File: config.mk
export PLATFORM = sky130hd
export DESIGN_NAME = hex_scan_controller
export DESIGN_NICKNAME = d
export VERILOG_FILES = /design/src/rtl/hex_scan_controller.sv
export SDC_FILE = /design/constraint.sdc
export NUM_CORES = 1
export LEC_CHECK = 0
export CAP_MARGIN = 40
export CORE_MARGIN = 10
export CORE_UTILIZATION = 60
export CTS_BUF_LIST = sky130_fd_sc_hd__clkbuf_4
export DETAILED_ROUTE_END_ITERATION = 8
export PLACE_DENSITY = 0.91
export SYNTH_ARGS = -nofsm -noshare
export SYNTH_HDL_FRONTEND = slang
export SYNTH_SLANG_ARGS = --single-unit
File: constraint.sdc
create_clock -name clk -period 5.7 [get_ports clk]
set_input_delay 1.14 -clock clk [delete_from_list [all_inputs] [get_ports clk]]
set_output_delay 1.14 -clock clk [all_outputs]
set_load 0.005 [all_outputs]
File: src/rtl/hex_scan_controller.sv
// hex_scan_controller: time-shares one external 7-segment decoder across NUM_DIGITS HEX digits
//   clk, rst_n        : clock, asynchronous active-low reset
//   valor_in/valid/ready : new display value, accepted by valid/ready, applied at the next frame start
//   blank_zeros       : suppress leading zeros (digit 0 always shown)
//   blink_mask        : per-digit blink enable
//   nibble_out/seg_in : request/response with the shared combinational decoder
//   hex_out           : registered active-low segments, 7 bits per digit
//   frame_done        : one-cycle pulse when digit 0 is written
module hex_scan_controller #(
    parameter int NUM_DIGITS   = 8,
    parameter int SCAN_DIV     = 50000,
    parameter int BLINK_FRAMES = 32
) (
    input  logic                    clk,
    input  logic                    rst_n,
    input  logic [4*NUM_DIGITS-1:0] valor_in,
    input  logic                    valor_valid,
    output logic                    valor_ready,
    input  logic                    blank_zeros,
    input  logic [NUM_DIGITS-1:0]   blink_mask,
    output logic [3:0]              nibble_out,
    input  logic [6:0]              seg_in,
    output logic [7*NUM_DIGITS-1:0] hex_out,
    output logic                    frame_done
);
    localparam int IW = NUM_DIGITS > 1 ? $clog2(NUM_DIGITS) : 1;
    localparam int WW = $clog2(SCAN_DIV);
    localparam int BW = BLINK_FRAMES > 1 ? $clog2(BLINK_FRAMES) : 1;
    localparam logic [IW-1:0] LAST_IDX = IW'(NUM_DIGITS - 1);
    localparam logic [WW-1:0] WAIT_LD  = WW'(SCAN_DIV - 3);
    localparam logic [BW-1:0] BLINK_LAST = BW'(BLINK_FRAMES - 1);

    typedef enum logic [1:0] {LOAD, DRIVE, CAPTURE, WAIT} state_t;

    state_t                  state_q, state_d;
    logic [4*NUM_DIGITS-1:0] active_q, active_d, pend_q, pend_d;
    logic                    pflag_q, pflag_d;
    logic [IW-1:0]           idx_q, idx_d;
    logic [WW-1:0]           wcnt_q, wcnt_d;
    logic                    seen_q, seen_d;
    logic [3:0]              nib_q, nib_d;
    logic [7*NUM_DIGITS-1:0] hex_q, hex_d;
    logic                    fd_q, fd_d;
    logic [BW-1:0]           bcnt_q, bcnt_d;
    logic                    phase_q, phase_d;
    logic                    dark;

    assign valor_ready = !pflag_q;
    assign nibble_out  = nib_q;
    assign hex_out     = hex_q;
    assign frame_done  = fd_q;

    // blink has priority over zero suppression; both force the digit dark
    assign dark = (blink_mask[idx_q] & phase_q) |
                  (blank_zeros & !seen_q & (nib_q == 4'd0) & (idx_q != '0));

    always_comb begin
        state_d  = state_q;
        active_d = active_q;
        pend_d   = pend_q;
        pflag_d  = pflag_q;
        idx_d    = idx_q;
        wcnt_d   = wcnt_q;
        seen_d   = seen_q;
        nib_d    = nib_q;
        hex_d    = hex_q;
        fd_d     = 1'b0;
        bcnt_d   = bcnt_q;
        phase_d  = phase_q;
        // ready is the inverse of the pending flag, so accept and consume never coincide
        if (valor_valid && !pflag_q) begin
            pend_d  = valor_in;
            pflag_d = 1'b1;
        end
        unique case (state_q)
            LOAD: begin
                if (pflag_q) begin
                    active_d = pend_q;
                    pflag_d  = 1'b0;
                end
                seen_d  = 1'b0;
                idx_d   = LAST_IDX;
                state_d = DRIVE;
            end
            DRIVE: begin
                nib_d   = active_q[4*idx_q +: 4];
                state_d = CAPTURE;
            end
            CAPTURE: begin
                hex_d[7*idx_q +: 7] = dark ? 7'h7F : seg_in;
                seen_d  = seen_q | (nib_q != 4'd0);
                wcnt_d  = WAIT_LD;
                state_d = WAIT;
                if (idx_q == '0) begin
                    fd_d    = 1'b1;
                    bcnt_d  = (bcnt_q == BLINK_LAST) ? '0 : bcnt_q + 1'b1;
                    phase_d = phase_q ^ (bcnt_q == BLINK_LAST);
                end
            end
            WAIT: begin
                if (wcnt_q == '0) begin
                    state_d = (idx_q == '0) ? LOAD : DRIVE;
                    idx_d   = (idx_q == '0) ? idx_q : idx_q - 1'b1;
                end else begin
                    wcnt_d = wcnt_q - 1'b1;
                end
            end
        endcase
    end

    always_ff @(posedge clk or negedge rst_n) begin
        if (!rst_n) begin
            state_q  <= LOAD;
            active_q <= '0;
            pend_q   <= '0;
            pflag_q  <= 1'b0;
            idx_q    <= LAST_IDX;
            wcnt_q   <= '0;
            seen_q   <= 1'b0;
            nib_q    <= 4'd0;
            hex_q    <= '1;
            fd_q     <= 1'b0;
            bcnt_q   <= '0;
            phase_q  <= 1'b0;
        end else begin
            state_q  <= state_d;
            active_q <= active_d;
            pend_q   <= pend_d;
            pflag_q  <= pflag_d;
            idx_q    <= idx_d;
            wcnt_q   <= wcnt_d;
            seen_q   <= seen_d;
            nib_q    <= nib_d;
            hex_q    <= hex_d;
            fd_q     <= fd_d;
            bcnt_q   <= bcnt_d;
            phase_q  <= phase_d;
        end
    end
endmodule

# ---- Word level (Yosys, flattened, before mapping)
# Index checks and enable logic that the tools add are counted.
dict set report classes {
  mul 1
  n_reduce_logical 16
  n_lt_le_gt_ge 1
  n_eq_ne 7
  add_sub_neg 4
  mux 19
  bitwise_logic 7
  shifts 3
}
# cell count
set op_table {}
lappend op_table {{$bwmux 56} 1}
lappend op_table {{$shift 7x34->56 const A} 1}
lappend op_table {{$shiftx 7x34->56} 1}
lappend op_table {{$neg 6->34} 1}
lappend op_table {{$pmux 16 s2} 1}
lappend op_table {{$shiftx 32x6->4} 1}
lappend op_table {{$logic_not 16->1} 1}
lappend op_table {{$mux 16} 1}
lappend op_table {{$sub 16x1->16 const B} 1}
lappend op_table {{$pmux 2 s4} 1}
lappend op_table {{$mux 1} 7}
lappend op_table {{$mux 7} 1}
lappend op_table {{$mul 3x3->6 const A} 1}
lappend op_table {{$mux 3} 2}
lappend op_table {{$ne 2x2->1 const B} 3}
lappend op_table {{$pmux 3 s2} 1}
lappend op_table {{$reduce_and 2->1} 3}
lappend op_table {{$reduce_bool 2->1} 3}
lappend op_table {{$add 5x1->5 const B} 1}
lappend op_table {{$eq 5x5->1 const B} 1}
lappend op_table {{$mux 5} 1}
lappend op_table {{$and 1x1->1} 4}
lappend op_table {{$eq 2x2->1 const B} 2}
lappend op_table {{$logic_not 4->1} 1}
lappend op_table {{other kinds (15)} 17}
dict set report totals {
  regBits 154
  wordCells 70
  output_inout_bits 62
}

# ---- Depth between registers and ports, before layout
dict set report logic_depth {
  depth_word 8
  ltp_mapped 11
}

# ---- Worst setup path after synthesis
# OpenSTA, ideal clock, no wires.
dict set report synth_timing {
  path_kind {register to register}
  start {register idx_q[0]}
  end {register hex_q[0] (netlist: hex_out[0])}
  synth_period_minus_slack_ns 2.735
  setup_slack_ns 2.965
  path_buffers 2
  arrival_ns 2.652
  t_required_ns 5.616
  path_stages_with_launch 10
  cell_sequence {dfstp_2 -> buf_6 -> buf_2 -> inv_1 -> ha_1 -> ha_1 -> nor2b_1 -> nor4b_4 -> nand2_1 -> o32a_1}
}
dict set report synth_via {
  elab_chain_cells 7
}
# element line
set synth_lines {}
lappend synth_lines {{start, declared} 38} ;# logic [IW-1:0] idx_q, idx_d;
lappend synth_lines {{start signal, assigned} 130} ;# idx_q <= idx_d;
lappend synth_lines {{parallel branches: the longest is 6 deep, another holds $neg 6->34} -}
lappend synth_lines {{$bwmux 56 *} 90} ;# hex_d[7*idx_q +: 7] = dark ? 7'h7F : seg_in;
lappend synth_lines {{end signal, assigned} 121} ;# hex_q <= '1;
lappend synth_lines {{end signal, assigned} 134} ;# hex_q <= hex_d;
lappend synth_lines {{end, declared} 42} ;# logic [7*NUM_DIGITS-1:0] hex_q, hex_d;
# Every way passes the cells marked *. The select of a mux whose other input is x is not followed.
# A chain may end at the register's enable or synchronous reset.

# ---- Final worst setup path
dict set report layout_timing {
  start {register idx_q[0]}
  end {register hex_q[3] (netlist: hex_out[3])}
}
# The elaborated chain is that of the path after synthesis.

==> results.cfg <==
[timing]
fin_crit_sh_pct = 55.4
final_hold_viol_count = 0
slew_viol_final = 0
max_slew_margin_pct = 42.1
setup_slack_ns = 2.54
setup_tns_ns = 0
fin_skew_ns = 0.0238
finalCriticalPeriod_ns = 3.16
max_clock_freq_mhz = 317
worst_pin_slew_ns = 0.859
setup_viol = 0
rsz0062_at_grt = no

[power]
power.share.clock_pct = 31.9
power.switching_mw = 0.580
p_per_area_nw_per_um2 = 264
intPower_mw = 1.64
cellLeakagePower_nw = 3.52
switching_share_pct = 26.1
pwr-share-seq_pct = 57.9
peakVddDrop_mv = 0.256
combPwrFrac_pct = 10.2

[routing]
vias = 4876
wirelength_mm = 16.3
viasPerCell = 6.20
drc = 0
firstDrtPassIters = 5
postRouteAntennaNets = 0
wl_per_cell_um = 20.8
drt_iter0_drc = 381

[placed_design]
hpwl_mm = 12.3
io_buffers = 112
dp_worst_setup_slack_ns = 2.52
place.gp.congestion = 0.848

[yosys]
syn_nets = 583
synth-seq-area-share_pct = 57.3
synthArstFlopShare_pct = 100
yosysTopAreaCellShare_pct = 34.7
synthTopCellsByArea = dfrtp_1 35%, dfstp_2 23%, mux2_2 11%
ys_seq_elements = 154
syn_inst = 518
syn_area_um2 = 6850
synth_top_area_cell = dfrtp_1
synth_edf_count = 0
synthDistinctLibCells = 53
yosysWarnings = 0
syn-mean-instance-area_um2 = 13.2
synth_ff_type = dfrtp_1

[clocking]
cts_setup_buffers = 0
clock_path_buffers = 2
cts-root-buf = clkbuf_4
h-tree-depth = 4
post_cts_resized = 0
cts.clk_slew.worst_paths_ns = 0.14
cts_sinks = 154
clock_latency_ns = 0.52
numCtsBuffers = 17
cts_tree = done
holdBufCountCts = 0

[finish]
diodes = 0
nFillCells = 694
multiInputGateArea_um2 = 2780
regArea_um2 = 3930
drive_gt1_share_pct = 28.7
nNetsFinal = 699
area_growth_pct = 22.8

[setup_path]
worst_setup_path_start_kind = flop
crit_path_end_kind = flop
arrival_ns = 3.60
path_max_fanout = 19
worstSetupPathType = flop to flop
cp.required_ns = 6.15

[global_routing]
grt_max_degree = 85
grt_pass1_vias = 5228
grt_overflow = 0
grt_pass1_wl_mm = 26.7
grt_use_total_pct = 20.1
antenna_found_initial = 0

[die]
io_pins = 113
coreArea_um2 = 11000
std_cell_rows = 38
die_h_um = 127
die_w_um = 127
start_util_pct = 62.1
dieArea_um2 = 16100

[outcome]
status = finished clean

[worst_hold_path]
hp-class = input pin to async pin

[job]
drv_cap = 0
-- kinds of logic after synthesis --
kind of cell | Yosys count | synth area share [%]
fa+ha+maj | 14 | 2.56
simple gates | 118 | 8.99
compound gates | 110 | 12.9
mux | 89 | 16.0
buf+inv | 32 | 2.10
xor+xnor | 1 | 0.128
flops | 154 | 57.3
-- placed cells by master (no fill, tap or decap), types with 3 or more instances in the layout --
| cell type | count |
|---|---|
| a211oi_1 | 4 |
| dfrtp_1 | 95 |
| o21ai_0 | 15 |
| o32a_1 | 14 |
| a21oi_1 | 9 |
| nor2b_1 | 8 |
| nor3b_1 | 3 |
| nand2_1 | 34 |
| clkbuf_4 | 17 |
| buf_4 | 4 |
| inv_1 | 10 |
| mux2_2 | 69 |
| mux2i_1 | 11 |
| a31oi_1 | 11 |
| mux4_2 | 7 |
| inv_6 | 8 |
| or2_2 | 3 |
| dfstp_2 | 59 |
| nor2_1 | 27 |
| a22o_1 | 42 |
| nor3_1 | 8 |
| nor4_1 | 6 |
| nand3_1 | 11 |
| inv_8 | 3 |
| clkdlybuf4s50_1 | 111 |
| ha_1 | 14 |
| o211ai_1 | 4 |
-- through the flow --
| step | power, mW | hold WS (ns) | area (um^2) | utilization, % | std cells |
|---|---|---|---|---|---|
| after floorplan | 1.41 | 0.465 | 6850 | - | 518 |
| after global placement | 1.51 | 0.482 | 8070 | 73.2 | 752 |
| after detailed placement | 1.54 | 0.487 | 8100 | 73.5 | 754 |
| after CTS | 2.23 | 0.439 | 8410 | 76.2 | 786 |
| after global routing | 2.31 | 0.419 | 8410 | 76.3 | 787 |
| final | 2.22 | 0.449 | 8410 | 76.3 | 787 |
-- cells in the mapped netlist (11+ instances only) --
master    n
a22o_1   42
dfrtp_1  95
dfstp_2  59
ha_1     14
o21ai_0  15
nand3_1  11
a31oi_1  11
nand2_1  34
mux2i_1  11
nor2_1   27
mux2_2   69
o32a_1   14
-- state kept, by name, indices dropped and copies added (netlist names), 2 cells and up --
signal      cells
hex_out        56
active_q       32
pend_q         32
wcnt_q         16
bcnt_q          5
nibble_out      4
idx_q           3
state_q         2
-- worst paths after layout --
path / from / endpoint / slack [ns] / depth (start not counted)
max in group asynchronous: rst_n / pend_q[29] / 4.44 / 2
max: idx_q[0] / hex_out[3] / 2.54 / 7
min: rst_n / wcnt_q[6] / 0.45 / 1
min reg2reg: active_q[4] / active_q[4] / 0.51 / 1
min in group clk: active_q[4] / active_q[4] / 0.51 / 1
max reg2reg: idx_q[0] / hex_out[3] / 2.54 / 7
-- per-layer routing --
layer | global-route usage (%) | vias to the layer above | wire [um]
li1 | - | 2181 | -
met3 | 5.75 | 36 | 1080
met4 | 7.30 | 0 | 494
met2 | 34.7 | 204 | 8320
met5 | 0 | - | 0
met1 | 23.4 | 2455 | 6440
-- critical path, cell delays in order (launching register included) --
cell and delay [ns]:
dfstp_2 0.94, inv_1 0.25, ha_1 0.27, ha_1 0.34, nor2b_1 0.25, nor4b_4 0.44
nand2_1 0.26, o32a_1 0.34
-- power groups by stage --
stage	clock network [mW]	logic [mW]	registers (mW)
after detailed placement	0	0.229	1.31
after global placement	0	0.214	1.30
after CTS	0.715	0.230	1.29
final	0.710	0.227	1.29
after floorplan	0	0.135	1.28
after global routing	0.765	0.247	1.30
-- area by class of cell --
class / instances / area share (%)
Clock buffer: 17 / 1.52
Inverter: 11 / 0.491
Tap cell: 140 / 2.08
Sequential cell: 154 / 46.7
Timing Repair Buffer: 118 / 14.1
Multi-Input combinational cell: 332 / 33.0
Clock inverter: 15 / 2.10
Power figures use the tool's default switching activity.
